### src/rtl/mac_tx_arbiter.sv
// rtl/mac_tx_arbiter.sv - two-source round-robin frame arbiter in front of a byte-wide MAC
// Optional feature: define TX_ARB_WATCHDOG_EN to abort frames whose owner stalls for WDOG_CYCLES.
module mac_tx_arbiter #(
  parameter int GAP_CYCLES  = 4,
  parameter int WDOG_CYCLES = 255
) (
  input  logic       clk,
  input  logic       rst,
  input  logic       s0_req,
  input  logic [7:0] s0_tx_data,
  input  logic       s0_tx_sop,
  input  logic       s0_tx_eop,
  input  logic       s0_tx_err,
  input  logic       s0_tx_wren,
  output logic       s0_tx_rdy,
  input  logic       s1_req,
  input  logic [7:0] s1_tx_data,
  input  logic       s1_tx_sop,
  input  logic       s1_tx_eop,
  input  logic       s1_tx_err,
  input  logic       s1_tx_wren,
  output logic       s1_tx_rdy,
  output logic       tx_clk,
  output logic [7:0] tx_data,
  output logic       tx_sop,
  output logic       tx_eop,
  output logic       tx_err,
  output logic       tx_wren,
  input  logic       tx_rdy,
  output logic [1:0] grant,
  output logic       wdog_abort
);

  typedef enum logic [2:0] {
    ST_IDLE,
    ST_OWN0,
    ST_OWN1,
    ST_GAP
`ifdef TX_ARB_WATCHDOG_EN
    , ST_ABORT
`endif
  } state_t;

  // Last gap count value; unused when GAP_CYCLES is 0 because GAP is then skipped.
  localparam logic [7:0] GAP_LAST  = 8'(GAP_CYCLES - 1);
  localparam state_t     REL_STATE = (GAP_CYCLES == 0) ? ST_IDLE : ST_GAP;

  if (GAP_CYCLES < 0 || GAP_CYCLES > 255) begin : g_bad_gap
    $error("mac_tx_arbiter: GAP_CYCLES must be 0..255");
  end
  if (WDOG_CYCLES < 1 || WDOG_CYCLES > 65535) begin : g_bad_wdog
    $error("mac_tx_arbiter: WDOG_CYCLES must be 1..65535");
  end

  state_t     state_q;
  logic       rr_q;        // source granted most recently
  logic [7:0] gap_q;
  logic [1:0] grant_q;
  logic       own_acc;     // owner beat accepted this cycle
  logic       own_id;      // which source owns the MAC (valid in OWN states)

  assign tx_clk = clk;
  assign grant  = grant_q;
  assign own_id = (state_q == ST_OWN1);

  // Route the owner's strobes to the MAC, MAC ready back to the owner only.
  always_comb begin
    tx_data   = 8'h00;
    tx_sop    = 1'b0;
    tx_eop    = 1'b0;
    tx_err    = 1'b0;
    tx_wren   = 1'b0;
    s0_tx_rdy = 1'b0;
    s1_tx_rdy = 1'b0;
    own_acc   = 1'b0;
    case (state_q)
      ST_OWN0: begin
        tx_data   = s0_tx_data;
        tx_sop    = s0_tx_sop;
        tx_eop    = s0_tx_eop;
        tx_err    = s0_tx_err;
        tx_wren   = s0_tx_wren;
        s0_tx_rdy = tx_rdy;
        own_acc   = tx_rdy & s0_tx_wren;
      end
      ST_OWN1: begin
        tx_data   = s1_tx_data;
        tx_sop    = s1_tx_sop;
        tx_eop    = s1_tx_eop;
        tx_err    = s1_tx_err;
        tx_wren   = s1_tx_wren;
        s1_tx_rdy = tx_rdy;
        own_acc   = tx_rdy & s1_tx_wren;
      end
`ifdef TX_ARB_WATCHDOG_EN
      ST_ABORT: begin
        tx_wren = 1'b1;
        tx_eop  = 1'b1;
        tx_err  = 1'b1;
      end
`endif
      default: ;
    endcase
  end

`ifdef TX_ARB_WATCHDOG_EN
  localparam logic [15:0] WDOG_LAST = 16'(WDOG_CYCLES - 1);
  logic [15:0] wdog_q;
  logic        wdog_abort_q;
  assign wdog_abort = wdog_abort_q;
`else
  assign wdog_abort = 1'b0;
`endif

  // Arbitration FSM: ownership, round-robin pointer, gap and stall counters, registered grant.
  always_ff @(posedge clk) begin
    if (rst) begin
      state_q      <= ST_IDLE;
      rr_q         <= 1'b1;
      gap_q        <= 8'd0;
      grant_q      <= 2'b00;
`ifdef TX_ARB_WATCHDOG_EN
      wdog_q       <= 16'd0;
      wdog_abort_q <= 1'b0;
`endif
    end else begin
`ifdef TX_ARB_WATCHDOG_EN
      wdog_abort_q <= 1'b0;
`endif
      case (state_q)
        ST_IDLE: begin
          if (s0_req && (!s1_req || rr_q)) begin
            state_q <= ST_OWN0;
            grant_q <= 2'b01;
          end else if (s1_req) begin
            state_q <= ST_OWN1;
            grant_q <= 2'b10;
          end
        end
        ST_OWN0, ST_OWN1: begin
          if (own_acc && tx_eop) begin
            rr_q    <= own_id;
            state_q <= REL_STATE;
            grant_q <= 2'b00;
            gap_q   <= 8'd0;
`ifdef TX_ARB_WATCHDOG_EN
            wdog_q  <= 16'd0;
          end else if (own_acc) begin
            wdog_q  <= 16'd0;
          end else if (wdog_q == WDOG_LAST) begin
            rr_q         <= own_id;
            state_q      <= ST_ABORT;
            grant_q      <= 2'b00;
            wdog_q       <= 16'd0;
            wdog_abort_q <= 1'b1;
          end else begin
            wdog_q  <= wdog_q + 16'd1;
`endif
          end
        end
        ST_GAP: begin
          if (gap_q == GAP_LAST) begin
            state_q <= ST_IDLE;
            gap_q   <= 8'd0;
          end else begin
            gap_q   <= gap_q + 8'd1;
          end
        end
`ifdef TX_ARB_WATCHDOG_EN
        ST_ABORT: begin
          if (tx_rdy) begin
            state_q <= REL_STATE;
            gap_q   <= 8'd0;
          end else begin
            wdog_abort_q <= 1'b1;
          end
        end
`endif
        default: begin
          state_q <= ST_IDLE;
          grant_q <= 2'b00;
        end
      endcase
    end
  end

endmodule

### config.mk
export PLATFORM = sky130hd
export DESIGN_NAME = mac_tx_arbiter
export DESIGN_NICKNAME = d
export VERILOG_FILES = /design/src/rtl/mac_tx_arbiter.sv
export SDC_FILE = /design/constraint.sdc
export NUM_CORES = 1
export LEC_CHECK = 0
export CAP_MARGIN = 20
export CELL_PAD_IN_SITES_DETAIL_PLACEMENT = 1
export CELL_PAD_IN_SITES_GLOBAL_PLACEMENT = 1
export CORE_ASPECT_RATIO = 0.7
export CORE_MARGIN = 4
export CORE_UTILIZATION = 28
export DETAILED_ROUTE_END_ITERATION = 16
export HOLD_SLACK_MARGIN = 0.02
export PLACE_DENSITY_LB_ADDON = 0.15
export SKIP_CTS_REPAIR_TIMING = 1
export SLEW_MARGIN = 20
export SYNTH_ARGS = -nofsm -noshare
export SYNTH_HDL_FRONTEND = slang
export SYNTH_SLANG_ARGS = --single-unit
### constraint.sdc
create_clock -name clk -period 2.1 [get_ports clk]
set_input_delay 0.42 -clock clk [delete_from_list [all_inputs] [get_ports clk]]
set_output_delay 0.42 -clock clk [all_outputs]
set_load 0.03 [all_outputs]
[After elaboration in Yosys (flattened, before gate mapping)]
Cells that the tools add are included.
Cells by class
  muxes and demuxes: 20
  bitwise gates (word level): 3
  add/sub/neg operators: 1
  equal/unequal tests: 7
  reductions and logical operators: 11
Operators with widths (count)
  $pmux W8 S2: 2
  $mux W8: 2
  $mux W3: 4
  $pmux W1 S2: 5
  $pmux W3 S3: 1
  $add A8 B1 Y8 const B: 1
  $eq A8 B2 Y1 const B: 1
  $eq A3 B2 Y1 const B: 2
  $mux W2: 3
  $pmux W2 S3: 1
  $reduce_and A3 Y1: 2
  $ne A2 B2 Y1 const B: 2
  $reduce_and A2 Y1: 2
  $eq A3 B1 Y1 const B: 1
  $logic_not A3 Y1: 1
  $ne A3 B3 Y1 const B: 1
  $and A1 B1 Y1: 2
  $logic_and A1 B1 Y1: 2
  $mux W1: 2
  $reduce_bool A2 Y1: 1
  $reduce_or A2 Y1: 1
  $logic_not A1 Y1: 1
  $logic_or A1 B1 Y1: 1
  $not A1 Y1: 1
Storage, ports and cells
  bits of input ports: 29
  output and inout bits: 18
  flip-flop bits (word level): 14
  word-level logic and storage cells: 46

[Longest topological paths before layout]
  depth in word-level cells: 5
  depth in mapped cells: 7

==> implementation parameters <==
Parameter                              Value

Outcome
  Outcome ... finished clean

Global route
  Maximum number of pins on one net before global-route repair ... 13
  Total gr overflow ... 0
  Antenna violations before repair ... 0
  Global-route wire length before repair ... approximately 5600 microns
  Number of global-route vias before repair ... 1120
  GR Util All Layers ... 15.8%

STA
  Final worst-path setup slack ... 0.0231 ns
  Period Utilization, post-route ... 98.9%
  Final Hold Vio Count ... 0
  Setup violators final ... 0
  Final Hold Slack ... 0.485 ns
  Final worst clock skew ... approximately 0.0026 ns
  Period minus WS final ... about 2.1 ns
  Transition time at the pin with the least slew margin ... 0.594 ns
  Unrepaired setup endpoints after global routing ... true
  Fmax ... 0.481 GHz
  Max-Slew Margin vs Limit ... between 60 and 70%
  Final count of pins violating max slew ... 0

Critical path
  Worst setup SP type ... flop
  Crit path required time ... 1.68 ns
  Worst setup path class ... flop to output pin
  Nature of the critical path endpoint ... output pin
  Arr. time, crit path ... 1.66 ns
  CP max FO ... 5
  Register-to-register setup slack ... approximately 0.12 ns

Yosys
  Synthesized instance count ... 119
  Mean Syn Cell Area ... 8.22 sq um
  Warning count from the yosys run ... 0
  Register area share after synthesis ... a little over a quarter
  Number of nets produced by synthesis ... 155
  Number of synthesized register bits ... 13
  Number of library cell types mapped by synthesis ... between 40 and 50
  Cell area after synthesis ... 978 sq um

Route
  Total met3 wirelength after detailed routing ... 201 microns
  Routed length on met2 ... approximately 1700 microns
  DRC violations left ... 0
  Detail-routed via count per cell ... 4.84
  DRT iter0 DRCs ... 63
  Antenna viol nets, final ... 0
  Drt pass-1 iters ... 4
  Vias after detailed routing ... 1080
  WL/cell ... 16.0 microns
  Total routed wirelength ... 3560 microns
  Highest routing layer actually used ... met4
  Wire length on met1 ... about 1700 microns

Clocking
  Clock latency of the later-clocked register in the worst-skew pair ... 0.35 ns
  Clock-pin slew on the worst setup and hold paths ... 0.06 ns
  TritonCTS clock tree ... built

Floorplan
  Initial core utilization ... 30.1%
  Die Ht ... 57.5 microns
  Site row count ... 17
  Die width ... about 79 microns
  Area inside the core boundary ... 0.00325 sq mm
  Top-level I/O count ... 47
  Die area ... around 0.0045 sq mm

Layout
  Multi-input combinational cell area ... 669 sq um
  Total inserted antenna cells ... 0
  Area taken by flip-flops and latches ... 263 sq um
  Share of final-layout standard cells stronger than drive strength 1 ... a little under a quarter
  Total number of nets in the final design ... between 200 and 250
  Final design area excluding fillers ... 0.00160 sq mm
  Area delta synth->final ... 63.9%
  Leading cell type in the layout, fill and taps excluded ... sky130_fd_sc_hd__clkdlybuf4s50_1
  Most frequent cells in the layout ... sky130_fd_sc_hd__clkdlybuf4s50_1, sky130_fd_sc_hd__buf_4, sky130_fd_sc_hd__nor2_1
  FILL cells ... 404
  Finished Layout Cells ... 223

Min path
  Class of the tightest hold or removal check ... flop to flop

Power and ir drop
  Power after layout ... around 1.7 mW
  Power per standard cell area ... 1050 mW/mm^2
  Leakage ... 0.661 nW
  Worst vdd ir ... about 0.69 mV

Placed design
  DP Cell Count ... roughly 220
  DPL Wire Length ... about 2900 microns
  Port bufs ... 45
  Routability congestion estimate from global placement ... 0.728
  Post-place setup slack ... 0.00342 ns
  Placed cell area ... 0.00149 sq mm

Flow run
  Max capacitance violation total ... 0
sequential cells by signal (all words and copies together), names as in the netlist:
| register | flops |
|---|---|
| rr_q | 1 |
| state_q | 2 |
| grant | 2 |
| gap_q | 8 |
cell usage after synthesis (all sizes together):
cell type  count  area (sq um)
conb           1          3.75
and3           1          6.26
nor3           2          10.0
or3            1          6.26
mux2           2          26.3
dfxtp         13           260
buf            3          26.3
a41oi          1          27.5
nor4b          1          8.76
o211ai         1          7.51
clkbuf         3          11.3
or3b           1          8.76
nor2b          1          6.26
nand2          4          15.0
a21boi         2          15.0
mux2i          4          40.0
nor2          16          60.1
a211oi         1          7.51
a21oi          7          35.0
a41o           1          10.0
nand3          3          15.0
and3b          1          8.76
a22o           1          10.0
o31ai          4          30.0
nor4           1          6.26
or4            4          30.0
xnor2          1          8.76
xor2           1          8.76
a31oi          1          6.26
inv            7          26.3
ha             7          87.6
o21ai          3          15.0
a22oi         11          82.6
nor3b          1          7.51
nand4          1          6.26
or2            1          6.26
nand2b         1          6.26
and2           4          25.0
per-stage QoR:
stage | TNS, ns | utilization [%]
floorplan | 0 | -
global placement | 0 | 45.8
detailed placement | 0 | 45.8
CTS | -1.92 | 48.4
global route | -0.174 | 49.3
finish | 0 | 49.3
logic make-up after synthesis:
kind of cell	Yosys count	share of synthesized area [%]
XOR/XNOR	2	1.79
buffers and inverters	13	6.52
other	1	0.383
flip-flops	13	26.6
multiplexers	6	6.78
adder cells (fa/ha/maj)	7	8.95
AND/OR/NAND/NOR	44	23.8
AO/OA/AOI/OAI	33	25.2
metal layers:
metal / GRT usage [%] / vias up
li1: - / 546
met1: 21.6 / 508
met2: 24.3 / 24
met3: 5.36 / 2
met4: 2.49 / 0
met5: 0 / -
path summary, 6_finish.rpt:
check                                 from        to  cells past startpoint
worst max-delay path            state_q[0]    tx_eop                      5
worst min-delay path              grant[1]  grant[1]                      2
worst max register to register  state_q[0]  gap_q[4]                      6
worst min register to register    grant[1]  grant[1]                      2
layout make-up:
type / count / area share (%)
Multi-Input combinational cell: 93 / 41.7
Timing Repair Buffer: 55 / 30.4
Sequential cell: 13 / 16.4
Clock buffer: 8 / 6.16
Tap cell: 47 / 3.67
Inverter: 7 / 1.64
power by group:
group          switching [mW]  leakage (nW)  internal, mW  total, mW
Combinational           0.513         0.498         0.416      0.929
Clock                   0.166        0.0574         0.284      0.451
Sequential             0.0236         0.106         0.285      0.308
critical path, cell delays in order, from the launching register on:
cell and delay (ns):
sky130_fd_sc_hd__dfxtp_2 0.33, sky130_fd_sc_hd__buf_4 0.14, sky130_fd_sc_hd__ha_1 0.20, sky130_fd_sc_hd__a22o_2 0.28, sky130_fd_sc_hd__and2_1 0.18, sky130_fd_sc_hd__buf_4 0.17
No activity file was read; power rests on OpenSTA's default activity.
